<file path="config.mk">
export PLATFORM = sky130hd
export DESIGN_NAME = serial_subtractor
export DESIGN_NICKNAME = d
export VERILOG_FILES = /design/src/rtl/serial_arith_pkg.sv /design/src/rtl/full_subtractor_bit.sv /design/src/rtl/serial_subtractor.sv
export SDC_FILE = /design/constraint.sdc
export NUM_CORES = 1
export LEC_CHECK = 0
export ABC_AREA = 1
export BUFFER_PORTS_ARGS = -buffer_cell sky130_fd_sc_hd__buf_2
export CELL_PAD_IN_SITES_DETAIL_PLACEMENT = 1
export CELL_PAD_IN_SITES_GLOBAL_PLACEMENT = 1
export CORE_ASPECT_RATIO = 1.4
export CORE_MARGIN = 10
export CORE_UTILIZATION = 45
export DETAILED_ROUTE_END_ITERATION = 8
export HOLD_SLACK_MARGIN = 0.12
export PLACE_DENSITY = 0.83
export REMOVE_ABC_BUFFERS = 1
export SYNTH_ARGS = -nofsm -noshare
export SYNTH_HDL_FRONTEND = slang
export SYNTH_HIERARCHICAL = 1
export SYNTH_SLANG_ARGS = --single-unit
</file>
<file path="constraint.sdc">
create_clock -name clk -period 2.5 [get_ports clk]
set_input_delay 0 -clock clk [delete_from_list [all_inputs] [get_ports clk]]
set_output_delay 0 -clock clk [all_outputs]
set_load 0.005 [all_outputs]
</file>
<file path="src/rtl/serial_arith_pkg.sv">
// serial_arith_pkg: shared state type and default width for the serial subtractor
package serial_arith_pkg;
  localparam int SERIAL_WIDTH_DEF = 6;
  typedef enum logic [1:0] {IDLE, SHIFT, DONE} state_e;
endpackage

</file>
<file path="src/rtl/full_subtractor_bit.sv">
// full_subtractor_bit: one-bit full subtractor cell (d = a - b - bin)
module full_subtractor_bit (
  input  logic a,
  input  logic b,
  input  logic bin,
  output logic d,
  output logic bout
);
  assign d = a ^ b ^ bin;
  assign bout = (~a & b) | (~(a ^ b) & bin);
endmodule

</file>
<file path="src/rtl/serial_subtractor.sv">
// serial_subtractor: bit-serial A - B, LSB first; OVF output when SERIAL_SUBTRACTOR_OVF_EN is defined
module serial_subtractor
  import serial_arith_pkg::*;
#(
  parameter int WIDTH = SERIAL_WIDTH_DEF
) (
  input  logic             clk,
  input  logic             rst_n,
  input  logic             start,
  input  logic [WIDTH-1:0] A,
  input  logic [WIDTH-1:0] B,
  output logic             busy,
  output logic             done,
  output logic [WIDTH-1:0] DIFF,
  output logic             BORROW
`ifdef SERIAL_SUBTRACTOR_OVF_EN
  ,
  output logic             OVF
`endif
);
  localparam int CW = $clog2(WIDTH) + 1;
  state_e state_q, state_d;
  logic [WIDTH-1:0] a_q, a_d, b_q, b_d, res_q, res_d, diff_q, diff_d;
  logic [CW-1:0] cnt_q, cnt_d;
  logic br_q, br_d, borrow_q, borrow_d;
  logic d_bit, bout, accept, last;
  assign accept = start && (state_q != SHIFT);
  assign last = cnt_q == CW'(WIDTH - 1);
  full_subtractor_bit u_fsb (.a(a_q[0]), .b(b_q[0]), .bin(br_q), .d(d_bit), .bout(bout));
  always_comb begin
    state_d = state_q;
    a_d = a_q;
    b_d = b_q;
    res_d = res_q;
    diff_d = diff_q;
    cnt_d = cnt_q;
    br_d = br_q;
    borrow_d = borrow_q;
    if (accept) begin
      state_d = SHIFT;
      a_d = A;
      b_d = B;
      br_d = 1'b0;
      cnt_d = '0;
    end else if (state_q == SHIFT) begin
      a_d = a_q >> 1;
      b_d = b_q >> 1;
      res_d = {d_bit, res_q[WIDTH-1:1]};
      br_d = bout;
      cnt_d = cnt_q + 1'b1;
      state_d = last ? DONE : SHIFT;
      diff_d = last ? res_d : diff_q;
      borrow_d = last ? bout : borrow_q;
    end else if (state_q == DONE) begin
      state_d = IDLE;
    end
  end
  always_ff @(posedge clk or negedge rst_n) begin
    if (!rst_n) begin
      state_q <= IDLE;
      a_q <= '0;
      b_q <= '0;
      res_q <= '0;
      diff_q <= '0;
      cnt_q <= '0;
      br_q <= 1'b0;
      borrow_q <= 1'b0;
    end else begin
      state_q <= state_d;
      a_q <= a_d;
      b_q <= b_d;
      res_q <= res_d;
      diff_q <= diff_d;
      cnt_q <= cnt_d;
      br_q <= br_d;
      borrow_q <= borrow_d;
    end
  end
`ifdef SERIAL_SUBTRACTOR_OVF_EN
  // operand MSBs are kept aside because the shift registers lose them
  logic am_q, bm_q, ovf_q;
  always_ff @(posedge clk or negedge rst_n) begin
    if (!rst_n) begin
      am_q <= 1'b0;
      bm_q <= 1'b0;
      ovf_q <= 1'b0;
    end else begin
      am_q <= accept ? A[WIDTH-1] : am_q;
      bm_q <= accept ? B[WIDTH-1] : bm_q;
      ovf_q <= (!accept && state_q == SHIFT && last) ? ((am_q != bm_q) && (d_bit != am_q)) : ovf_q;
    end
  end
  assign OVF = ovf_q;
`endif
  assign busy = state_q == SHIFT;
  assign done = state_q == DONE;
  assign DIFF = diff_q;
  assign BORROW = borrow_q;
endmodule

</file>
Word-level counts from Yosys, hierarchy flattened
Cells that the tools add are included.

Register bits after elaboration: 32. Output and inout port bits: 9.

$add $sub $neg: 1. Equality and inequality tests: 4. Multiplexer cells: 12. Bitwise gates (word level): 8. Reductions and logical operators: 5.

Operators by type and width (count): $mux 6 (4); $mux 2 (4); $mux 4 (2); $add 4x1->4 const B (1); $eq 4x3->1 const B (1); $not 1->1 (3); $reduce_and 3->1 (1); $reduce_bool 3->1 (1); $and 1x1->1 (2); $eq 2x1->1 const B (1); $eq 2x2->1 const B (1); $mux 1 (2); $ne 2x1->1 const B (1); $reduce_and 2->1 (1); $reduce_bool 2->1 (1); $xor 1x1->1 (2); $logic_and 1x1->1 (1); $or 1x1->1 (1).

Depth between registers and ports, before layout
Gate-level depths: netlist of run 1.

Depth in word-level cells: 6. Depth in mapped cells: 8. Mapped depth without buffers: 7.

Cells and area by module
The synthesis of run 1 kept the hierarchy.

Modules (own cells, without submodules): serial_subtractor (times used 1, cells an instance 154, area an instance 1435.1 um2); full_subtractor_bit (times used 1, cells an instance 4, area an instance 31.3 um2).

Worst setup path after synthesis of run 1
OpenSTA, ideal clock, no wires.

Path type: reg2reg. From: register state_q[1]. To: register borrow_q (netlist: BORROW). Arrival time: 1.204 ns. Setup slack: 1.173 ns. Stages on the path, launching flop included: 8. Path buffers: 2. Cell sequence: dfrtp_1 inv_1 ha_1 buf_4 inv_4 buf_2 o21ai_0 nand2_1.

Elaborated cells on any way between the ends: 5. Classes of those cells: eq/ne (2); bitwise (1); reduce/logical (2).

RTL lines: start, declared (line serial_subtractor.sv:22) `state_e state_q, state_d;`; start signal, assigned (line serial_subtractor.sv:69) `state_q <= state_d;`; $eq 2x1->1; net busy (line serial_subtractor.sv:12) `output logic busy,`; $reduce_and 3->1 (no source line); end signal, assigned (line serial_subtractor.sv:76) `borrow_q <= borrow_d;`; end, declared (line serial_subtractor.sv:25) `logic br_q, br_d, borrow_q, borrow_d;`.

The timed path passes the listed nets, and every way through them passes these cells. A chain may end at the register's enable or synchronous reset.

Final worst setup path of run 1
From: register state_q[1]. To: register b_q[0].

Word-level cells in the longest chain between the ends: 3. Elaborated cells on any way between the ends: 5. Classes of those cells: eq/ne (2); mux (1); reduce/logical (2).

RTL lines: $ne 2x1->1 (line serial_subtractor.sv:27) `assign accept = start && (state_q != SHIFT);`; $logic_and 1x1->1 (line serial_subtractor.sv:27); $mux 6 or $reduce_bool 2->1 (tied branches); end signal, assigned (line serial_subtractor.sv:62) `b_q <= '0;`; end signal, assigned (line serial_subtractor.sv:71) `b_q <= b_d;`; end, declared (line serial_subtractor.sv:23) `logic [WIDTH-1:0] a_q, a_d, b_q, b_d, res_q, res_d, diff_q, diff_d;`.

Parallel ways exist; a longest one is shown, timed or not.

==> results.toml, run 1 <==
[outcome]
status = "finished clean"

[die]
core_sq_um = 3120
rows = 24
fp.dieH_um = 87.5
design.die.area_sq_um = 5970
die_w_um = 68.2
io_pins = 24
start_util = 0.470

[yosys]
synth.top_cell.area_share = 0.529
syn_inst = 158
synth_edf_count = 0
synth_top_cell_by_area = "dfrtp_1"
synth_warnings = 6
ys.flop_type = "dfrtp_1"
synthArstFlopShare = 1.00
avgSynthCellArea_sq_um = 9.28
synth-seq-area-share = 0.529
ys_ff_latch = 31
synth.distinct_cells = 26
yosys-top-cells-area = "dfrtp_1 (53%), nand2_1 (14%), ha_1 (4.3%)"
netlist_area_sq_um = 1470

[sta]
fin_skew_ps = 4.37
finalSetupViolCount = 0
maxSlewViolCount = 0
hold_violations = 0
worst_pin_slew_ps = 693
tns_ps = 0
maxSlewHeadroom = 0.538
post-route-period-util = 0.711
fin_crit_ps = 1780
rsz0062_at_grt = "no"
max_freq_ghz = 0.563

[setup_path]
crit_cells = 6
path_buf_inv = 2
reg2regPathDepth = 6
critical_path_required_ps = 2710
crit_path_start_kind = "register"
worstPathArrival_ps = 1980
slowest_delay_ps = 470
crit_fanout = 14
crit_family = "adder cells"
slowest_stage = "ha_1"
path_class = "register to register"
crit_chain = "inv_1, ha_1, inv_4, nand2_4, nand2_2, o211ai_1"
end_kind = "register"

[clocking]
insertion_delay_ps = 290
cts_buffers = 5
htreeDepth = 2
clk_pin_slew_worst_paths_ps = 60
cts_buffer_depth = 2
cts_tree = "done"
cts_num_sinks = 31
cts-root-buf = "clkbuf_8"

[global_route]
grt_pass1_wl_um = 6130
grt_max_degree = 32
track_usage = 0.136
overflow = 0
grt_pass1_vias = 1357
antenna_found_initial = 0

[finish]
syn2layout_area_growth_pct = 24.5
final_cell_area_sq_um = 1830
nets = 218
num_antenna_cells = 0
layout-drive-gt1-share = 0.227
fillers = 357

[route]
wire_per_inst_um = 15.0
drt_pass1_iterations = 4
via_per_inst = 5.11
final_antenna_net_count = 0
drc = 0
num_vias = 1211
routed_wl_um = 3570
drt_iter0_drc = 35

[power_and_ir_drop]
vdd_drop_max_v = 0.000598
power_density_nw_per_um2 = 1190
leakage_nw = 0.945
total_power_w = 0.00217

[worst_hold_path]
hold_depth = 4
min_path_type = "input port to register"

[placed_design]
hpwl_um = 2630
place_congestion = 0.794
portBuffers = 23
dpl-instance-area_sq_um = 1600

[run]
cap_violations = 0
layer usage:
layer	track usage	up-vias	part of all wire
met5	0	-	0
met4	0.0624	0	0.026
met3	0.0499	8	0.059
met2	0.239	28	0.54
met1	0.137	596	0.38
li1	-	579	-
through the flow:
stage | hold WS, ps | instances | setup slack, ps | util
after global routing | 160 | 237 | 520 | 0.585
after global placement | 76.3 | 216 | 865 | 0.511
after detailed placement | 89.5 | 216 | 699 | 0.511
after CTS | 129 | 237 | 693 | 0.585
final | 137 | 237 | 722 | 0.585
after floorplan | -296 | 154 | 1020 | -
power breakdown:
| part | internal, W | switching (W) |
|---|---|---|
| Combinational | 0.000324 | 0.000554 |
| Clock | 0.000251 | 0.000185 |
| Sequential | 0.000720 | 0.000135 |
| Total | 0.00129 | 0.000874 |
sequential cells by signal, indices dropped and copies added, names as in the netlist:
name,flops
DIFF,6
a_q,6
b_q,6
res_q,5
cnt_q,4
state_q,2
BORROW,1
br_q,1
cell families (layout without fill, tap and decap cells):
kind of cell / count (synthesis) / after routing / synth area share
AO/OA/AOI/OAI: 25 / 25 / 0.112
adder cells (fa/ha/maj): 6 / 6 / 0.0563
buffers and inverters: 23 / 63 / 0.0742
flip-flops: 31 / 31 / 0.529
AND/OR/NAND/NOR: 73 / 73 / 0.229
tightest hold or removal path, cell delays in order:
cell	delay [ps]
buf_2	150
nand2_4	120
nand2_1	80
nor2_1	30
worst paths after layout:
kind / from / to / slack [ps]
min in group asynchronous: rst_n / DIFF[1] / 290
hold / removal: start / cnt_q[3] / 140
max in group asynchronous: rst_n / a_q[3] / 1760
setup / recovery: state_q[1] / b_q[0] / 720
hold reg to reg: res_q[1] / res_q[1] / 490
setup reg to reg: state_q[1] / b_q[0] / 720
area by class of cell:
cell class | count | area [sq um] | share of cell area
Clock buffer | 8 | 100 | 0.0548
Inverter | 19 | 73.8 | 0.0404
Multi-Input combinational cell | 104 | 582 | 0.319
Sequential cell | 31 | 776 | 0.425
Tap cell | 39 | 48.8 | 0.0267
Timing Repair Buffer | 36 | 245 | 0.134
cells in the mapped netlist (2+ instances only):
master / number
inv_1: 15
buf_6: 2
nor2_1: 2
a21oi_1: 3
nand3_1: 9
o21ai_1: 3
nor2_4: 2
inv_2: 3
o21ai_0: 8
ha_1: 5
nand2_1: 53
dfrtp_1: 31
nand2_4: 2
o211ai_1: 6
o211ai_2: 2
nand3_2: 2
repair_timing:
| item | in CTS | in global routing |
|---|---|---|
| endpoints found under the hold margin | 43 | 0 |
| gates resized for setup | 0 | 0 |
| hold buffers | 13 | 0 |
| setup buffers | 0 | 0 |
layout by cell type (no fill, tap or decap), drive strengths merged:
master	n
a21oi	3
a22o	1
buf	23
clkbuf	8
dfrtp	31
dlygate4sd3	13
fa	1
ha	5
inv	19
nand2	56
nand3	11
nand4	1
nor2	5
o211ai	8
o21ai	12
o22ai	1
No activity file was read; power rests on OpenSTA's default activity.
==> run 2: changes to the inputs <==
--- a/config.mk
+++ b/config.mk
@@ -11,10 +11,10 @@
 export CELL_PAD_IN_SITES_GLOBAL_PLACEMENT = 1
 export CORE_ASPECT_RATIO = 1.4
 export CORE_MARGIN = 10
-export CORE_UTILIZATION = 45
+export CORE_UTILIZATION = 42
 export DETAILED_ROUTE_END_ITERATION = 8
 export HOLD_SLACK_MARGIN = 0.12
-export PLACE_DENSITY = 0.83
+export PLACE_DENSITY = 0.78
 export REMOVE_ABC_BUFFERS = 1
 export SYNTH_ARGS = -nofsm -noshare
 export SYNTH_HDL_FRONTEND = slang
==> constraint.sdc (replaced) <==
create_clock -name clk -period 1.8 [get_ports clk]
set_input_delay 0 -clock clk [delete_from_list [all_inputs] [get_ports clk]]
set_output_delay 0 -clock clk [all_outputs]
set_load 0.005 [all_outputs]
==> run 2 against run 1 <==
Effect of this change:
- die area increased by 5.3%
- critical path depth unchanged
- clock skew decreased by 2.2 ps
- first-iteration DRC count increased by 17%
- fmax increased by 22%
- clock-buffer cell count unchanged
- clock power increased by 40%
- largest cell class unchanged
- highest routed layer unchanged
==> results.toml, run 2 (synthesized netlist as in run 1, its figures left out) <==
[outcome]
status = "finished clean"

[sta]
max_freq_ghz = 0.684
tns_ps = 0
hold_violations = 0
fin_skew_ps = 2.17
fin_crit_ps = 1460
worst_pin_slew_ps = 710
finalSetupViolCount = 0
worst_slack_ps = 337
post-route-period-util = 0.813
maxSlewViolCount = 0
maxSlewHeadroom = 0.527
rsz0062_at_grt = "no"

[clocking]
cts_buffer_depth = 2
cts-root-buf = "clkbuf_8"
postCtsSetupBuffers = 0
cts_num_sinks = 31
htreeDepth = 2
ctsHoldBuffers = 13
cts_resized = 0
insertion_delay_ps = 280
cts_tree = "done"
cts_buffers = 5
clk_pin_slew_worst_paths_ps = 60

[finish]
syn2layout_area_growth_pct = 25.1
nets = 219
layout_common_cells = "nand2_1 (53), dfrtp_1 (31), buf_2 (23), inv_1 (15), dlygate4sd3_1 (13)"
num_antenna_cells = 0
final_common_cell = "nand2_1"
layout-drive-gt1-share = 0.231
utilization = 0.543

[worst_hold_path]
hp-start = "start"
min_path_type = "input port to register"

[setup_path]
crit_family = "flip-flops"
end_kind = "register"
r2r-start = "state_q[1]"
critical_path_required_ps = 2000
crit_chain = "inv_1, ha_1, inv_4, nand2_4, nand2_2, o211ai_1"
worstPathArrival_ps = 1660
crit_path_start_kind = "register"
crit_fanout = 14
path_buf_inv = 2
slowest_stage = "dfrtp_1"
slowest_delay_ps = 400
path_class = "register to register"
crit_start = "state_q[1]"

[route]
routed_wl_um = 3540
drt_iter0_drc = 41
num_vias = 1193
drc = 0
final_antenna_net_count = 0
wire_per_inst_um = 14.8
via_per_inst = 4.99
drt_pass1_iterations = 2

[run]
cap_violations = 0

[placed_design]
portBuffers = 23
hpwl_um = 2530
place_congestion = 0.762
preCtsSetupSlack_ps = 338

[global_route]
grt_pass1_wl_um = 6310
grt_max_degree = 32
grt_pass1_vias = 1328
track_usage = 0.121
antenna_found_initial = 0
overflow = 0

[die]
start_util = 0.434
rows = 25
die_w_um = 69.9
core_sq_um = 3380
design.die.area_sq_um = 6290
io_pins = 24
fp.dieH_um = 89.9

[power_and_ir_drop]
power_density_nw_per_um2 = 1660
total_power_w = 0.00304
vdd_drop_max_v = 0.000724
leakage_nw = 0.950
-- run 2: cell count changes in the layout (fill, tap and decap cells not counted) --
cell | previous run | this run
buf_4 | 0 | 1
-- run 2: final cells by class --
class | count | area, sq um
well taps | 40 | 50.0
repair buffers | 37 | 253
fillers | 397 | 1540
flip-flops and latches | 31 | 776
clock buffers | 8 | 100
multi-input cells | 104 | 582
inverters | 19 | 73.8
-- run 2: report_power, final --
group,switching [W],internal [W],total [W]
clock network,0.000262,0.000349,0.000611
registers,0.000178,0.000999,0.00118
logic,0.000778,0.000469,0.00125
total,0.00122,0.00182,0.00304
-- run 2: final timing paths --
path	endpoint	slack, ps	cells past startpoint
worst min register to register	res_q[2]	500	2
worst max-delay path	a_q[1]	340	6
worst min-delay path	a_q[3]	140	4
worst max register to register	a_q[1]	340	6
max in group asynchronous	cnt_q[0]	1040	2
min in group asynchronous	BORROW	300	2
-- run 2: worst register-to-register path, cell delays in order, from the launching register on --
cell,delay [ps]
dfrtp_1,400
inv_1,90
ha_1,230
inv_4,110
nand2_4,190
nand2_2,160
o211ai_1,190
-- run 2: stage by stage --
stage	area, sq um	cells	hold WS, ps
finish	1830	239	140
global route	1830	239	178
CTS	1830	239	142
floorplan	1430	154	-296
detailed placement	1600	218	93.5
global placement	1600	218	80.3
-- run 2: layer usage --
metal,vias to the layer above,GRT usage,part of all wire
li1,583,-,-
met1,579,0.124,0.40
met2,23,0.214,0.54
met3,8,0.0396,0.045
met4,0,0.0594,0.020
met5,-,0,0
